--- config.mk ---
export PLATFORM = sky130hd
export DESIGN_NAME = lpd_rom_arbiter
export DESIGN_NICKNAME = d
export VERILOG_FILES = /design/src/rtl/lpd_pkg.sv /design/src/rtl/lpd_rr_pick.sv /design/src/rtl/lpd_rom_arbiter.sv
export SDC_FILE = /design/constraint.sdc
export NUM_CORES = 1
export LEC_CHECK = 0
export BUFFER_PORTS_ARGS = -buffer_cell sky130_fd_sc_hd__clkbuf_2
export CAP_MARGIN = 20
export CORE_AREA = 10 10 80 62
export DETAILED_ROUTE_END_ITERATION = 7
export DIE_AREA = 0 0 90 72
export MAX_ROUTING_LAYER = met4
export PLACE_DENSITY = 0.56
export SLEW_MARGIN = 20
export SYNTH_ARGS = -nofsm -noshare
export SYNTH_HDL_FRONTEND = slang
export SYNTH_SLANG_ARGS = --single-unit
--- constraint.sdc ---
create_clock -name clk -period 3.6 [get_ports clk]
set_clock_uncertainty 0.15 [all_clocks]
set_input_delay 0.18 -clock clk [delete_from_list [all_inputs] [get_ports clk]]
set_output_delay 0.18 -clock clk [all_outputs]
set_load 0.05 [all_outputs]
--- src/rtl/lpd_pkg.sv ---
// Shared constants and types for the pattern-ROM arbiter slice.
package lpd_pkg;

  localparam int unsigned LPD_ADDR_W    = 10;
  localparam int unsigned LPD_DATA_W    = 10;
  localparam int unsigned LPD_ROM_DEPTH = 1024;
  localparam int unsigned LPD_BURST_MAX = 4;

  typedef enum logic [1:0] {
    ST_IDLE = 2'd0,
    ST_OWN0 = 2'd1,
    ST_OWN1 = 2'd2
  } arb_state_e;

  typedef logic req_id_t;

  // Tag travelling alongside a ROM access into the data-return cycle
  typedef struct packed {
    logic v0;
    logic v1;
    logic oob;
  } rd_tag_t;

  function automatic arb_state_e own_state(input req_id_t id);
    return id ? ST_OWN1 : ST_OWN0;
  endfunction

endpackage

--- src/rtl/lpd_rr_pick.sv ---
// Two-way round-robin chooser: favoured side wins a tie unless its burst has expired.
module lpd_rr_pick
  import lpd_pkg::*;
(
  input  logic [1:0] req,
  input  req_id_t    favour,
  input  logic       burst_expired,
  output logic [1:0] gnt_c
);

  req_id_t pick;

  always_comb begin
    gnt_c = 2'b00;
    pick  = favour ^ burst_expired;
    unique case (req)
      2'b01:   gnt_c = 2'b01;
      2'b10:   gnt_c = 2'b10;
      2'b11:   gnt_c = pick ? 2'b10 : 2'b01;
      default: gnt_c = 2'b00;
    endcase
  end

endmodule

--- src/rtl/lpd_rom_arbiter.sv ---
// Shares one single-port pattern ROM between two detector requesters with
// bounded-burst round-robin, tagged read return, range protection and done aggregation.
module lpd_rom_arbiter
  import lpd_pkg::*;
#(
  parameter int unsigned ADDR_W    = LPD_ADDR_W,
  parameter int unsigned DATA_W    = LPD_DATA_W,
  parameter int unsigned ROM_DEPTH = LPD_ROM_DEPTH,
  parameter int unsigned BURST_MAX = LPD_BURST_MAX
) (
  input  logic              clk,
  input  logic              rst_n,
  input  logic              req0,
  input  logic [ADDR_W-1:0] addr0,
  input  logic              done0,
  input  logic              req1,
  input  logic [ADDR_W-1:0] addr1,
  input  logic              done1,
  output logic              gnt0,
  output logic              gnt1,
  output logic              rom_en,
  output logic [ADDR_W-1:0] rom_addr,
  input  logic [DATA_W-1:0] rom_rdata,
  output logic [DATA_W-1:0] rdata,
  output logic              rvalid0,
  output logic              rvalid1,
  output logic              oob_err,
  output logic              all_done
);

  localparam int unsigned BEAT_W = $clog2(BURST_MAX + 1);

  arb_state_e        state_q, state_d;
  logic [BEAT_W-1:0] beat_q, beat_d;
  req_id_t           prio_q, prio_d;
  rd_tag_t           rd_q, rd_d;
  logic              done0_q, done0_d;
  logic              done1_q, done1_d;
  logic              all_done_q, all_done_d;

  logic [1:0]        req_v;
  logic [1:0]        gnt_v;
  req_id_t           favour;
  req_id_t           gnt_id;
  logic              burst_expired;
  logic              granted;
  logic              in_range;
  logic [ADDR_W-1:0] sel_addr;

  // Arbitration inputs; requests are masked so nothing is granted during reset
  always_comb begin : arb_inputs
    req_v         = {req1, req0} & {2{rst_n}};
    favour        = prio_q;
    if (state_q == ST_OWN0) begin
      favour = 1'b0;
    end else if (state_q == ST_OWN1) begin
      favour = 1'b1;
    end
    burst_expired = (state_q != ST_IDLE) && (32'(beat_q) >= BURST_MAX);
  end

  lpd_rr_pick u_pick (
    .req           (req_v),
    .favour        (favour),
    .burst_expired (burst_expired),
    .gnt_c         (gnt_v)
  );

  assign granted  = |gnt_v;
  assign gnt_id   = gnt_v[1];
  assign sel_addr = gnt_v[0] ? addr0 : addr1;

  // A ROM that covers the whole address space needs no range compare
  if (64'(ROM_DEPTH) >= (64'(1) << ADDR_W)) begin : g_full_range
    assign in_range = 1'b1;
  end else begin : g_part_range
    assign in_range = sel_addr < ADDR_W'(ROM_DEPTH);
  end

  assign gnt0     = gnt_v[0];
  assign gnt1     = gnt_v[1];
  assign rom_addr = sel_addr;
  assign rom_en   = granted & in_range;

  always_comb begin : fsm_next
    state_d = state_q;
    beat_d  = beat_q;
    prio_d  = prio_q;
    if (!granted) begin
      state_d = ST_IDLE;
      beat_d  = '0;
    end else begin
      state_d = own_state(gnt_id);
      if (state_d == state_q) begin
        if (32'(beat_q) < BURST_MAX) begin
          beat_d = beat_q + BEAT_W'(1);
        end
      end else begin
        beat_d = BEAT_W'(1);
        prio_d = ~gnt_id;
      end
    end
  end

  always_comb begin : rd_done_next
    rd_d.v0    = gnt_v[0];
    rd_d.v1    = gnt_v[1];
    rd_d.oob   = granted & ~in_range;
    done0_d    = done0_q | done0;
    done1_d    = done1_q | done1;
    all_done_d = done0_d & done1_d;
  end

  always_ff @(posedge clk or negedge rst_n) begin
    if (!rst_n) begin
      state_q    <= ST_IDLE;
      beat_q     <= '0;
      prio_q     <= 1'b0;
      rd_q       <= '0;
      done0_q    <= 1'b0;
      done1_q    <= 1'b0;
      all_done_q <= 1'b0;
    end else begin
      state_q    <= state_d;
      beat_q     <= beat_d;
      prio_q     <= prio_d;
      rd_q       <= rd_d;
      done0_q    <= done0_d;
      done1_q    <= done1_d;
      all_done_q <= all_done_d;
    end
  end

  // ROM data arrives the cycle after the grant, so the return mux uses the registered tag
  assign rdata    = ((rd_q.v0 | rd_q.v1) & ~rd_q.oob) ? rom_rdata : '0;
  assign rvalid0  = rd_q.v0;
  assign rvalid1  = rd_q.v1;
  assign oob_err  = rd_q.oob;
  assign all_done = all_done_q;

endmodule

==> flow_summary.yaml <==
synth:
  yosysSeqAreaShare_pct: 33.4
  synth_area_per_cell_um2: 10.1
  netlist_top_cells_area: "dfrtp_1 33%, mux2_4 11%, nor2b_1 9.1%"
  ys_warn_count: 0
  syn_nets: 119
  synth_seq_cells: 11
  syn-instance-count: 82
  yosysTopAreaCell: "dfrtp_1"
  yosysTopAreaCellShare_pct: 33.4
  ys_types: 29
  syn_area_um2: 825
power_and_ir_drop:
  p_leak_nw: 0.645
  powerDensity_nw_per_um2: 377
  ir_worst_vdd_mv: 0.134
timing:
  maxSlewHeadroom_pct: 47.9
  worstMarginPinSlew_ps: 779
  drv_slew: 0
  finalSetupViolCount: 0
  fmax_mhz: 365
  fin_ws_ps: 859
  final.setup.tns_ps: 0
  hold_violations: 0
  fin_crit_ps: 2740
  finalCritPeriodShare_pct: 76.1
  rsz0062_at_grt: "no"
route:
  routedWlPerCell_um: 13.8
  vias: 839
  drc_errors: 0
  wl_mm: 2.68
  vias_per_cell: 4.30
  detail-route-antenna-nets: 0
  drt_iter0_markers: 24
  dr.pass1.iters: 4
clock_tree:
  clk_pin_slew_ps: 50
  cts_resized: 0
  cts_root_buffer: "clkbuf_8"
  clk_latency_ps: 240
  clock_sinks: 11
  cts_max_path_buffers: 2
  cts_setup_buffers: 0
  cts_made_buffers: 3
  cts_tree: "built"
  ctsHtreeMaxLevel: 1
worst_hold_path:
  hold_class: "in -> reg"
  hp-start: "done0"
finish:
  nets: 183
  area_growth_pct: 48.9
  final_util_pct: 36.1
  diodes: 0
  drive_gt1_share_pct: 54.5
worst_setup_path:
  path_cells: "mux2i_1 -> nor2b_4 -> o311ai_4 -> mux2_2 -> clkbuf_2"
  rr_startpoint: "beat_q[2]$_DFFE_PN0P_"
  start_kind: "flop"
  required_ps: 3270
  slowest_stage: "o311ai_4"
  crit_type: "reg -> out"
  slowest_delay_ps: 690
  cp-end-kind: "output port"
  crit_path_start: "beat_q[2]$_DFFE_PN0P_"
  crit_path_max_fanout: 14
  arrival_ps: 2410
grt:
  antenna_found_initial: 0
  use_met1_pct: 9.74
  grt_pass1_vias: 886
  busiest_layer: "met2"
  met2_usage_pct: 13.2
  met3_usage_pct: 4.11
  grt_max_degree: 18
  overflow: 0
  grt_pass1_wl_mm: 4.48
  grtUsageTotal_pct: 8.64
floorplan:
  rows: 18
  die_h_um: 72
  fp.dieArea_um2: 6480
  io_pins: 63
  fp.coreArea_um2: 3400
  start_util_pct: 24.2
  fp.dieW_um: 90
placement:
  preCtsSetupSlack_ps: 1090
  hpwl_mm: 2.31
  place_congestion: 0.843
  port_buffers: 61
job:
  cap_violations: 0
run_status:
  status: "completed"
## layer usage
layer | part of all wire (%) | wire length, um | vias up
met2 | 44 | 1190 | 49
met1 | 46 | 1230 | 380
met5 | 0 | 0 | -
li1 | - | - | 406
met4 | 1.2 | 32 | 0
met3 | 8.8 | 237 | 4
## registers in the layout, summed over array words and instances (netlist names)
signal	cells
beat_q	3
state_q	2
done1_q	1
prio_q	1
rvalid0	1
done0_q	1
rvalid1	1
all_done	1
## area by class of cell
cell class	instances	area, um^2
fillers	354	2170
well taps	50	62.6
repair buffers	63	325
flip-flops and latches	11	275
multi-input cells	63	504
inverters	4	15.0
clock buffers	4	45.0
## power by group
group	switching (mW)	total (mW)	internal, mW
clock network	0.0446	0.122	0.0776
registers	0.00808	0.139	0.131
logic	0.137	0.202	0.0655
total	0.190	0.463	0.274
## path summary, 6_finish.rpt
| check | endpoint | slack, ps | cells past startpoint |
|---|---|---|---|
| hold / removal | done0_q$_DFF_PN0_ | 10 | 2 |
| min in group asynchronous | state_q[1]$_DFF_PN0_ | 270 | 2 |
| max in group asynchronous | beat_q[1]$_DFFE_PN0P_ | 2740 | 2 |
| setup / recovery | rom_addr[0] | 860 | 5 |
| hold reg to reg | done1_q$_DFF_PN0_ | 290 | 1 |
| setup reg to reg | rvalid0$_DFF_PN0_ | 1580 | 4 |
## per-stage QoR
stage,hold WS (ps),power (mW),area (um^2),std cells
after global placement,-26.1,0.340,1160,189
final,9.78,0.463,1230,195
after floorplan,-266,0.290,825,82
after detailed placement,-21.5,0.342,1160,189
after CTS,6.16,0.471,1230,195
after global routing,23.4,0.494,1230,195
## repair_timing
| action | in CTS | in global routing |
|---|---|---|
| endpoints found under the setup margin | 0 | 0 |
| hold buffers | 2 | 0 |
| hold endpoints to repair | 12 | 0 |
## cells by family after synthesis
| family | count (synthesis) | share of synthesized area [%] |
|---|---|---|
| XOR/XNOR | 1 | 1.06 |
| buffers and inverters | 8 | 5.46 |
| adder cells (fa/ha/maj) | 1 | 1.52 |
| flip-flops | 11 | 33.4 |
| AND/OR/NAND/NOR | 30 | 21.4 |
| other | 1 | 0.455 |
| AO/OA/AOI/OAI | 16 | 15.5 |
| multiplexers | 14 | 21.2 |
## placed cells by master, fill, tap and decap left out, drive strengths merged, types with 2 or more instances in the layout
cell type,count
a21oi,4
a31oi,3
clkbuf,65
dfrtp,11
dlygate4sd3,2
inv,4
mux2,10
mux2i,4
nand2,4
nand2b,3
nor2,4
nor2b,13
o21ai,2
o2bb2ai,2
or2,4
## synth_stat cells, drive strengths merged
library cell,number
clkbuf,1
a31oi,3
mux2,10
dfrtp,11
o21a,1
ha,1
mux2i,4
conb,1
nor2,4
o311a,1
o2bb2ai,2
and2,1
a311o,1
a21oi,4
inv,4
nand2,4
buf,3
o21ai,2
nor2b,13
or2,4
nand2b,3
o31ai,1
or2b,1
o311ai,1
xnor2,1
## critical path: cells and delay by family (launching register included)
family / cells / cell delay, ps
buf+inv: 1 / 240
mux: 2 / 570
flops: 1 / 510
simple gates: 1 / 160
compound gates: 1 / 690
No activity file was read; power rests on OpenSTA's default activity.
